$ cat config.mk
export PLATFORM = sky130hd
export DESIGN_NAME = ps2_key_capture_flat
export DESIGN_NICKNAME = d
export VERILOG_FILES = /design/src/rtl/ps2_key_capture_if.sv /design/src/rtl/ps2_key_capture.sv /design/src/flat_wrapper.sv
export SDC_FILE = /design/constraint.sdc
export NUM_CORES = 1
export LEC_CHECK = 0
export ABC_CLOCK_PERIOD_IN_PS = 1500
export CAP_MARGIN = 5
export CORE_MARGIN = 10
export CORE_UTILIZATION = 30
export DETAILED_ROUTE_END_ITERATION = 10
export HOLD_SLACK_MARGIN = 0.02
export PLACE_DENSITY = 0.59
export SYNTH_ARGS = -nofsm -noshare
export SYNTH_HDL_FRONTEND = slang
export SYNTH_SLANG_ARGS = --single-unit
$ cat constraint.sdc
create_clock -name clk -period 1.5 [get_ports clk]
set_clock_uncertainty 0.05 [all_clocks]
set_input_delay 0.45 -clock clk [delete_from_list [all_inputs] [get_ports clk]]
set_output_delay 0.45 -clock clk [all_outputs]
set_load 0.005 [all_outputs]
$ cat src/rtl/ps2_key_capture_if.sv
// PS/2 line inputs and key-event outputs of ps2_key_capture, bundled for the
// edit-control logic. master = capture block, slave = consumer / bench.
interface ps2_key_capture_if #(
   parameter int N = 8
);
   // ps2_clk/ps2_data are raw asynchronous lines. got_code_tick is a valid-only
   // strobe with no ready: key_code/extended are valid in the tick cycle and
   // held afterwards; a consumer that is not looking simply misses the event.
   logic         ps2_clk;
   logic         ps2_data;
   logic [N-1:0] key_code;
   logic         got_code_tick;
   logic         extended;
   logic         parity_err;

   modport master (
      input  ps2_clk,
      input  ps2_data,
      output key_code,
      output got_code_tick,
      output extended,
      output parity_err
   );

   modport slave (
      output ps2_clk,
      output ps2_data,
      input  key_code,
      input  got_code_tick,
      input  extended,
      input  parity_err
   );
endinterface

$ cat src/rtl/ps2_key_capture.sv
// PS/2 keyboard receiver: sync + glitch filter, 11-bit frame FSM, E0/F0 prefix
// stripping. Define PS2_PARITY_CHECK_EN to enforce odd parity and pulse parity_err.
module ps2_key_capture #(
   parameter int N           = 8,
   parameter int FILTER_LEN  = 8,
   parameter int TIMEOUT_CYC = 50000
) (
   input  logic              clk,
   input  logic              rst,
   ps2_key_capture_if.master bus,
   output logic [1:0]        state_dbg
);

   localparam int TW = $clog2(TIMEOUT_CYC + 1);
   localparam logic [7:0] BYTE_EXT = 8'hE0;
   localparam logic [7:0] BYTE_BRK = 8'hF0;

   typedef enum logic [1:0] {
      IDLE   = 2'd0,
      DATA   = 2'd1,
      PARITY = 2'd2,
      STOP   = 2'd3
   } frame_state_t;

   // ------------------------------------------------------------------
   // Synchronisers and clock glitch filter
   // ------------------------------------------------------------------
   logic                  clk_s1, clk_s2;
   logic                  data_s1, data_s2;
   logic [FILTER_LEN-1:0] filt_sr;
   logic                  filt_clk;
   logic                  fall;
   logic                  sr_zero, sr_one;

   assign sr_zero = (filt_sr == '0);
   assign sr_one  = (filt_sr == '1);

   always_ff @(posedge clk) begin
      if (rst) begin
         clk_s1   <= 1'b1;
         clk_s2   <= 1'b1;
         data_s1  <= 1'b1;
         data_s2  <= 1'b1;
         filt_sr  <= '1;
         filt_clk <= 1'b1;
         fall     <= 1'b0;
      end else begin
         clk_s1   <= bus.ps2_clk;
         clk_s2   <= clk_s1;
         data_s1  <= bus.ps2_data;
         data_s2  <= data_s1;
         filt_sr  <= {filt_sr[FILTER_LEN-2:0], clk_s2};
         // The edge pulse is registered in the same cycle filt_clk drops.
         fall     <= filt_clk & sr_zero;
         if (sr_zero)
            filt_clk <= 1'b0;
         else if (sr_one)
            filt_clk <= 1'b1;
      end
   end

   // ------------------------------------------------------------------
   // Frame FSM
   // ------------------------------------------------------------------
   frame_state_t state, state_n;
   logic [2:0]   bit_cnt, bit_cnt_n;
   logic [N-1:0] shift, shift_n;
   logic [TW-1:0] tmo, tmo_n;
   logic         accept, accept_n;
`ifdef PS2_PARITY_CHECK_EN
   logic         par_bit, par_bit_n;
   logic         bad_par, bad_par_n;
`endif

   always_ff @(posedge clk) begin
      if (rst) begin
         state   <= IDLE;
         bit_cnt <= '0;
         shift   <= '0;
         tmo     <= '0;
         accept  <= 1'b0;
`ifdef PS2_PARITY_CHECK_EN
         par_bit <= 1'b0;
         bad_par <= 1'b0;
`endif
      end else begin
         state   <= state_n;
         bit_cnt <= bit_cnt_n;
         shift   <= shift_n;
         tmo     <= tmo_n;
         accept  <= accept_n;
`ifdef PS2_PARITY_CHECK_EN
         par_bit <= par_bit_n;
         bad_par <= bad_par_n;
`endif
      end
   end

   always_comb begin
      state_n   = state;
      bit_cnt_n = bit_cnt;
      shift_n   = shift;
      accept_n  = 1'b0;
`ifdef PS2_PARITY_CHECK_EN
      par_bit_n = par_bit;
      bad_par_n = 1'b0;
`endif
      if (state == IDLE || fall)
         tmo_n = '0;
      else
         tmo_n = tmo + 1'b1;

      if (fall) begin
         case (state)
            IDLE: begin
               if (!data_s2) begin
                  state_n   = DATA;
                  bit_cnt_n = '0;
               end
            end
            DATA: begin
               shift_n   = {data_s2, shift[N-1:1]};
               bit_cnt_n = bit_cnt + 3'd1;
               if (bit_cnt == 3'(N - 1))
                  state_n = PARITY;
            end
            PARITY: begin
`ifdef PS2_PARITY_CHECK_EN
               par_bit_n = data_s2;
`endif
               state_n = STOP;
            end
            STOP: begin
               state_n = IDLE;
               // A bad stop bit drops the frame silently, before parity is considered.
               if (data_s2) begin
`ifdef PS2_PARITY_CHECK_EN
                  if (^{shift, par_bit})
                     accept_n = 1'b1;
                  else
                     bad_par_n = 1'b1;
`else
                  accept_n = 1'b1;
`endif
               end
            end
            default: state_n = IDLE;
         endcase
      end else if (state != IDLE && tmo == TW'(TIMEOUT_CYC)) begin
         state_n = IDLE;
      end
   end

   assign state_dbg = state;

   // ------------------------------------------------------------------
   // Prefix decoder and event outputs
   // ------------------------------------------------------------------
   logic ext_flag, brk_flag;

   always_ff @(posedge clk) begin
      if (rst) begin
         ext_flag          <= 1'b0;
         brk_flag          <= 1'b0;
         bus.key_code      <= '0;
         bus.extended      <= 1'b0;
         bus.got_code_tick <= 1'b0;
      end else begin
         bus.got_code_tick <= 1'b0;
         if (accept) begin
            if (shift == BYTE_EXT) begin
               ext_flag <= 1'b1;
            end else if (shift == BYTE_BRK) begin
               brk_flag <= 1'b1;
            end else if (brk_flag) begin
               ext_flag <= 1'b0;
               brk_flag <= 1'b0;
            end else begin
               bus.key_code      <= shift;
               bus.extended      <= ext_flag;
               bus.got_code_tick <= 1'b1;
               ext_flag          <= 1'b0;
               brk_flag          <= 1'b0;
            end
         end
      end
   end

`ifdef PS2_PARITY_CHECK_EN
   always_ff @(posedge clk) begin
      if (rst)
         bus.parity_err <= 1'b0;
      else
         bus.parity_err <= bad_par;
   end
`else
   assign bus.parity_err = 1'b0;
`endif

endmodule

$ cat src/flat_wrapper.sv
// flat-port wrapper written by rule: the top's interface ports become plain ports
module ps2_key_capture_flat 
#(
   parameter int N           = 8,
   parameter int FILTER_LEN  = 8,
   parameter int TIMEOUT_CYC = 50000
)
  (clk, rst, state_dbg, bus_ps2_clk, bus_ps2_data, bus_key_code, bus_got_code_tick, bus_extended, bus_parity_err);
  ps2_key_capture_if #(.N(N)) bus_i ();
  input  logic clk;
  input  logic rst;
  output logic [1:0] state_dbg;
  input wire logic [$bits(bus_i.ps2_clk)-1:0] bus_ps2_clk;
  input wire logic [$bits(bus_i.ps2_data)-1:0] bus_ps2_data;
  output wire logic [$bits(bus_i.key_code)-1:0] bus_key_code;
  output wire logic [$bits(bus_i.got_code_tick)-1:0] bus_got_code_tick;
  output wire logic [$bits(bus_i.extended)-1:0] bus_extended;
  output wire logic [$bits(bus_i.parity_err)-1:0] bus_parity_err;
  assign bus_i.ps2_clk = bus_ps2_clk;
  assign bus_i.ps2_data = bus_ps2_data;
  assign bus_key_code = bus_i.key_code;
  assign bus_got_code_tick = bus_i.got_code_tick;
  assign bus_extended = bus_i.extended;
  assign bus_parity_err = bus_i.parity_err;
  ps2_key_capture #(.N(N), .FILTER_LEN(FILTER_LEN), .TIMEOUT_CYC(TIMEOUT_CYC)) u_core (.clk(clk), .rst(rst), .bus(bus_i), .state_dbg(state_dbg));
endmodule
Word level (Yosys, flattened, before mapping)
Index checks and enable logic that the tools add are counted.
W data, S select, Z words.
{ "word_totals": {"regBits": 56, "input_bits": 4, "output_inout_bits": 13, "wordCells": 69} }
{ "classes": {"addsub": 2, "n_eq_ne": 12, "n_mux": 14, "bitwise_logic": 7, "reduce_logical": 17} }
{ "ops": {"columns": ["operator", "count"], "rows": [
  ["$eq A8 B8 Y1 const B", 3],
  ["$add A16 B1 Y16 const B", 1],
  ["$eq A16 B16 Y1 const B", 1],
  ["$logic_not A8 Y1", 1],
  ["$mux W2", 4],
  ["$pmux W2 S4", 1],
  ["$reduce_bool A2 Y1", 4],
  ["$mux W1", 7],
  ["$ne A3 B3 Y1 const B", 2],
  ["$not A1 Y1", 6],
  ["$pmux W3 S2", 1],
  ["$reduce_and A2 Y1", 3],
  ["$reduce_and A3 Y1", 2],
  ["$eq A2 B2 Y1 const B", 2],
  ["$reduce_and A4 Y1", 1],
  ["$reduce_or A4 Y1", 1],
  ["$add A3 B1 Y3 const B", 1],
  ["$eq A3 B3 Y1 const B", 1],
  ["$mux W3", 1],
  ["$reduce_or A3 Y1", 1],
  ["$eq A2 B1 Y1 const B", 1],
  ["$logic_not A2 Y1", 1],
  ["$ne A2 B1 Y1 const B", 1],
  ["$ne A2 B2 Y1 const B", 1],
  ["other kinds (4)", 4]
]} }

Logic depth before layout (Yosys ltp)
Gate-level depths: netlist of run 1.
{ "depth": {"word_depth": 4, "ltp_mapped": 6, "ltp_nobuf": 6} }

Worst setup path after synthesis of run 1
Ideal clock, no wire load.
{ "synth_timing": {"path_type": "flip-flop to flip-flop", "startpoint": "register u_core.state[0] (netlist: u_core.state_dbg[0])", "endpoint": "register u_core.bit_cnt[1]", "setup_time_ns": 0.128, "arrival_time_ns": 1.431, "t_required_ns": 1.322, "slack_ns": -0.108, "stages_incl_launch_ff": 7, "n_path_buf": 0, "period_less_slack_ns": 1.608, "path_cell_list": "dfxtp_1 inv_1 ha_1 a21boi_1 o21ai_0 a32oi_1 nor2_1"} }
{ "synth_via": {"elab_chain_len": 3, "word_cells_on_any_way": 6, "classes_between": "2 x eq/ne; 1 x mux; 3 x reduce/logical"} }
{ "synth_rtl": {"columns": ["element", "line_no", "text"], "rows": [
  ["start, declared", "ps2_key_capture.sv:65", "frame_state_t state, state_n;"],
  ["start signal, assigned", "ps2_key_capture.sv:87", "state <= state_n;"],
  ["$logic_not A2 Y1 / $eq A2 B1 Y1 (equally long branches)", "ps2_key_capture.sv:114", "case (state)"],
  ["$ne A2 B2 Y1 (no source line) / $reduce_bool A2 Y1 (equally long branches)", null, null],
  ["$reduce_and A3 Y1 (no source line)", null, null],
  ["end signal, assigned", "ps2_key_capture.sv:88", "bit_cnt <= bit_cnt_n;"],
  ["end, declared", "ps2_key_capture.sv:66", "logic [2:0] bit_cnt, bit_cnt_n;"]
]} }
Several ways; a longest one is shown, not always the timed one.
A chain may end at the register's enable or synchronous reset.

Worst setup path after layout of run 1
{ "layout_timing": {"startpoint": "register u_core.tmo[4]", "endpoint": "register u_core.state[0] (netlist: u_core.state_dbg[0])"} }
{ "layout_via": {"elab_chain_len": 4} }
{ "layout_rtl": {"columns": ["element", "line_no", "text"], "rows": [
  ["start, declared", "ps2_key_capture.sv:68", "logic [TW-1:0] tmo, tmo_n;"],
  ["start signal, assigned", "ps2_key_capture.sv:90", "tmo <= tmo_n;"],
  ["$eq A16 B16 Y1", "ps2_key_capture.sv:149", "end else if (state != IDLE && tmo == TW'(TIMEOUT_CYC)) begin"],
  ["$logic_and A1 B1 Y1", "ps2_key_capture.sv:149", null],
  ["$reduce_bool A2 Y1 (no source line)", null, null],
  ["$reduce_and A3 Y1 (no source line)", null, null]
]} }
No other way between the ends.

==> results of run 1 <==
how the worst min path moves through the flow:
stage | from | endpoint | slack (ps) | cells after the start
after floorplan | u_core.clk_s1$_SDFF_PP1_ | u_core.clk_s2$_SDFF_PP1_ | 340 | 1
after global placement | u_core.clk_s2$_SDFF_PP1_ | u_core.filt_sr[0]$_SDFF_PP1_ | 340 | 1
after detailed placement | u_core.clk_s1$_SDFF_PP1_ | u_core.clk_s2$_SDFF_PP1_ | 340 | 1
after CTS | u_core.clk_s1$_SDFF_PP1_ | u_core.clk_s2$_SDFF_PP1_ | 360 | 1
after global routing | u_core.clk_s1$_SDFF_PP1_ | u_core.clk_s2$_SDFF_PP1_ | 380 | 1
final | u_core.clk_s1$_SDFF_PP1_ | u_core.clk_s2$_SDFF_PP1_ | 360 | 1
state kept, by name, indices dropped and copies added, names as in the netlist, 2 cells and up:
register,count
u_core.state_dbg,2
u_core.shift,8
u_core.bit_cnt,3
u_core.tmo,16
u_core.bus.key_code,8
u_core.filt_sr,8
synth_stat cells (3+ instances only):
cell / instances / share of area [%]
or2_2: 12 / 3.2
nand4_1: 6 / 1.6
inv_1: 10 / 1.6
nand2_1: 15 / 2.4
nand2b_1: 3 / 0.81
clkbuf_1: 7 / 1.1
nor2_1: 32 / 5.2
xnor2_1: 9 / 3.4
o21ai_0: 5 / 1.1
ha_1: 9 / 4.9
a21oi_1: 16 / 3.5
or3_1: 3 / 0.81
mux2i_1: 6 / 2.6
nor3_1: 8 / 1.7
dfxtp_1: 56 / 48
nand3_1: 17 / 3.7
layout make-up:
class                      count  share of cell area (%)
clock buffer                   5                    2.42
clock inverter                 1                    1.06
inverter                      10                    1.32
multi-input combinational    171                    41.0
sequential                    56                    39.8
tap                           99                    4.35
timing repair buffer          34                    10.1
repair_timing:
action	4_1_cts	5_1_grt
pin swaps	0	4
setup endpoints to repair	12	27
hold buffers	0	0
gates resized for setup	18	15
cells by family (layout without fill, tap and decap cells):
group                      Yosys count  count (layout)  share of synthesized area, %
AOI/OAI and AO/OA                   31              31                          8.93
muxes                                7               7                          3.08
buffers and inverters               23              50                          4.11
xor gates and xnor gates            11              11                          4.17
adders and majority gates            9               9                          4.87
and+or+nand+nor                    112             112                          26.2
DFF                                 56              56                          48.5
other                                1               1                         0.162
power groups by stage:
stage	Sequential [mW]	Clock [mW]	Combinational (mW)
5_1_grt	1.50	1.03	0.0456
3_5_place_dp	1.53	0	0.0410
4_1_cts	1.49	0.965	0.0410
6_report	1.49	0.925	0.0401
3_3_place_gp	1.53	0	0.0408
2_1_floorplan	1.53	0	0.0221
per-stage QoR:
step	TNS, ps	instance area (um2)	setup slack [ps]	std cells	total power, mW
2_1_floorplan	0	2320	2.78	250	1.55
3_3_place_gp	-4160	2690	-184	370	1.57
3_5_place_dp	-5330	2690	-232	370	1.57
4_1_cts	0	2780	0.305	376	2.50
5_1_grt	-236	2850	-53.4	376	2.57
6_report	0	2850	47.3	376	2.46
routing by layer:
layer	GRT usage [%]	vias to the layer above	wire [um]
li1	-	909	-
met1	10.0	823	2130
met2	12.4	21	2050
met3	2.04	4	179
met4	2.29	0	36
met5	0	-	0
critical path, cell delays in order, from the launching register on:
cell and delay (ps):
dfxtp_1 430, nor4b_1 400, a41oi_1 190, nor2_1 180
o32ai_1 100
==> flow_summary.ini, run 1 <==
[status]
status = completed

[cells_and_area]
fillerInstances = 770
final_cell_mix = dfxtp_1 (48), nor2_1 (31), buf_4 (18)
area.sequential_um2 = 1130
post-route-util_pct = 38.6
final_layout_size_suffix_gt1_share_pct = 22.0
final_common_cell = dfxtp_1
syn2layout_area_growth_pct = 23.1
diodes = 0
fin_nets = 291
multi_input_area_um2 = 1170

[place]
gp_congestion = 0.755
place.port_buffers = 15
dp_hpwl_um = 3080

[worst_setup_path]
path_class = reg2reg
crit_arrival_ps = 1590
r2r_slack_ps = 50
end_kind = flop
crit_path_start_kind = flop
path_max_fanout = 5
worst_ep_required_time_ps = 1640
cp-endpoint = u_core.state_dbg[0]$_SDFFE_PP0P_
rr_endpoint = u_core.state_dbg[0]$_SDFFE_PP0P_
timing.rr.start = u_core.tmo[4]$_SDFF_PP0_
startpoint = u_core.tmo[4]$_SDFF_PP0_
reg2reg_depth = 4

[floorplan]
initial_core_util_pct = 31.4
fp.dieH_um = 108
io_pins = 17
rows = 31
core_area_um2 = 7370
die_x_um = 108
dieArea_um2 = 11600

[power]
switching_share_pct = 19.0
power_frac_seq_pct = 60.8
p_int_mw = 1.99
peakVddDrop_mv = 0.502
clkPwrFrac_pct = 37.6
power.leakage_nw = 0.986
p_comb_share_pct = 1.6
p_switching_mw = 0.467
p_per_area_nw_per_um2 = 864

[yosys]
synth_edf_count = 0
synthFlopType = dfxtp_1
netlist_instances = 250
synth_cell_types = 40
ys_seq_area_share_pct = 48.5
syn_avg_cell_area_um2 = 9.25
ys_ff_latch = 56
netlist_area_um2 = 2310
async_flop_share_pct = 0
syn_nets = 263
yosys_warnings = 0

[global_routing]
grt_pass1_vias = 1662
grt-ovfl-total = 0
grt_pass1_wl_um = 7670
grt_max_degree = 25
grt_antenna_before_repair = 0
grt_usage_pct = 7.80

[routing]
viasPerCell = 4.67
drc_errors = 0
wirelength_um = 4400
vias = 1757
ant_nets = 0
first_iter_violations = 75
drt-wirelength-per-cell_um = 11.7
dr.pass1.iters = 4

[sta]
final-setup-viol-count = 0
rsz0062_at_grt = true
hold_ws_ps = 364
slew_violations = 0
finalCriticalPeriod_ps = 1450
min_period_over_period_pct = 96.8
hold_viol = 0
fmax_mhz = 688

[clocking]
cts_sinks = 56
cts_made_buffers = 5
h-tree-depth = 2
cts_setup_buffers = 0
cts_tree = yes
ctsRootBufferMaster = clkbuf_8
clk_path_buf_depth = 2
clkTransAtPathRegs_ps = 90
clock_latency_ps = 300

[job]
drv_cap = 0

[worst_hold_path]
min_path_type = reg2reg
(Power assumes the default switching activity.)
==> inputs of run 2 (changes only) <==
ABC_AREA = 1   (was unset)
CORE_ASPECT_RATIO = 0.5   (was unset)
==> flow_summary.ini, run 2 <==
[status]
status = completed

[yosys]
synth.most_common_cell = dfxtp_1
synthFlopType = dfxtp_1
synth_cell_types = 31
ys_top_cells_by_area = dfxtp_1 (47%), nor2_1 (8.2%), nand2_1 (7.7%)
async_flop_share_pct = 0
netlist_instances = 308
yosys-top-cells-count = dfxtp_1 (56), nor2_1 (52), nand2_1 (49)
syn_avg_cell_area_um2 = 7.77
yosys.area.top_type = dfxtp_1
netlist_area_um2 = 2390
ys_seq_area_share_pct = 46.8
synth_top_cell_area_share_pct = 46.8
ys_ff_latch = 56
synth_edf_count = 0
yosys_warnings = 0
syn_nets = 321

[sta]
final-setup-viol-count = 0
fin_setup_tns_ps = 0
slew_violations = 0
min_period_over_period_pct = 96.1
fmax_mhz = 694
rsz0062_at_grt = false
hold_ws_ps = 364
finalCriticalPeriod_ps = 1440
hold_viol = 0

[routing]
dr.pass1.iters = 4
vias = 1879
viasPerCell = 4.21
drt-wirelength-per-cell_um = 9.94
ant_nets = 0
first_iter_violations = 73
wirelength_um = 4440
drc_errors = 0

[clocking]
cts_made_buffers = 5
clock_latency_ps = 290
cts_setup_buffers = 0
cts_tree = yes
clkTransAtPathRegs_ps = 70
h-tree-depth = 2
cts_sinks = 56
postCtsHoldBufs = 0
ctsRootBufferMaster = clkbuf_16
clk_path_buf_depth = 2

[cells_and_area]
stdcell_count = 446
syn2layout_area_growth_pct = 21.4
largest_register_ffs = 16
final_layout_size_suffix_gt1_share_pct = 15.7
fin_nets = 350
diodes = 0
final_cell_mix = dfxtp_1 (54), nor2_1 (52), nand2_1 (47)
regMostFlops = u_core.tmo
final_common_cell = dfxtp_1
fin_area_um2 = 2910

[place]
dp_cells = 438
gp_congestion = 0.789
dp_hpwl_um = 3400
place.port_buffers = 15
place_area_um2 = 2760

[global_routing]
grt_pass1_wl_um = 7470
grt-ovfl-total = 0
grt_usage_pct = 7.19
grt_max_degree = 16
grt_pass1_vias = 1690
grt_antenna_before_repair = 0

[worst_setup_path]
crit_arrival_ps = 940
crit_path_start_kind = flop
end_kind = primary output
path_max_fanout = 4
worst_ep_required_time_ps = 1000
path_class = reg2out

[floorplan]
rows = 22
io_pins = 17
core_area_um2 = 7540
initial_core_util_pct = 31.7
fp.dieH_um = 83.2
dieArea_um2 = 12200
die_x_um = 146

[worst_hold_path]
min_path_type = reg2reg

[power]
p_per_area_nw_per_um2 = 933
power.leakage_nw = 1.20
peakVddDrop_mv = 0.395

[job]
drv_cap = 0
[run 2: changes by cell type after synthesis, moves of 6 or more]
cell     change
o21ai_0      +8
xnor2_1      -8
nand3_1      -7
mux2i_1      -6
nand2_1     +34
inv_1       +24
o21ai_1      +6
nor2_1      +20
[run 2: critical path: stages (launching register included)]
cell	delay [ps]
dfxtp_1	330
buf_4	130
clkdlybuf4s15_1	200
[run 2: cell families (layout without fill, tap and decap cells)]
kind of cell	after synthesis	in the layout	synth area share, %
DFF	56	56	46.8
xor gates and xnor gates	2	2	0.732
and+or+nand+nor	158	158	32.1
adders and majority gates	9	9	4.70
other	1	1	0.157
buffers and inverters	42	72	6.85
AOI/OAI and AO/OA	40	40	8.63
[run 2: per-stage QoR]
stage / utilization, % / setup slack, ps / total power [mW]
2_1_floorplan: - / 89.0 / 1.56
3_3_place_gp: 36.5 / -209 / 1.58
3_5_place_dp: 36.5 / -220 / 1.58
4_1_cts: 38.3 / 40.7 / 2.75
5_1_grt: 38.5 / 0.742 / 2.81
6_report: 38.5 / 58.4 / 2.71
[run 2: final cells by class]
class | count | area (um2)
clock buffers | 8 | 146
inverters | 37 | 139
well taps | 108 | 135
repair buffers | 27 | 241
multi-input cells | 210 | 1120
fillers | 803 | 4640
flip-flops and latches | 56 | 1120
[run 2: power breakdown]
group	total [mW]	internal, mW	switching (mW)	leakage, nW
sequential	1.50	1.49	0.00247	0.453
clock	1.16	0.667	0.497	0.0712
combinational	0.0514	0.0242	0.0272	0.679
total	2.71	2.18	0.527	1.20
[run 2: final timing paths]
path,from,endpoint,slack (ps),cells after the start
worst max-delay path,u_core.state_dbg[0]$_SDFFE_PP0P_,state_dbg[0],60,2
worst min-delay path,u_core.data_s1$_SDFF_PP1_,u_core.data_s2$_SDFF_PP1_,360,1
worst max register to register,u_core.state_dbg[1]$_SDFFE_PP0P_,u_core.state_dbg[0]$_SDFFE_PP0P_,100,7
worst min register to register,u_core.data_s1$_SDFF_PP1_,u_core.data_s2$_SDFF_PP1_,360,1
[run 2: layer usage]
metal  track usage [%]  up-vias  wire length [um]
met5                 0        -                 0
met4              2.96        0                55
met2              11.8       16              1900
li1                  -     1046                 -
met3              2.27        5               117
met1              8.53      812              2360
[run 2: timing repair]
| item | CTS | global route |
|---|---|---|
| setup endpoints to repair | 12 | 9 |
| pin swaps | 0 | 2 |
| resized for setup | 14 | 7 |
| gates cloned | 0 | 0 |
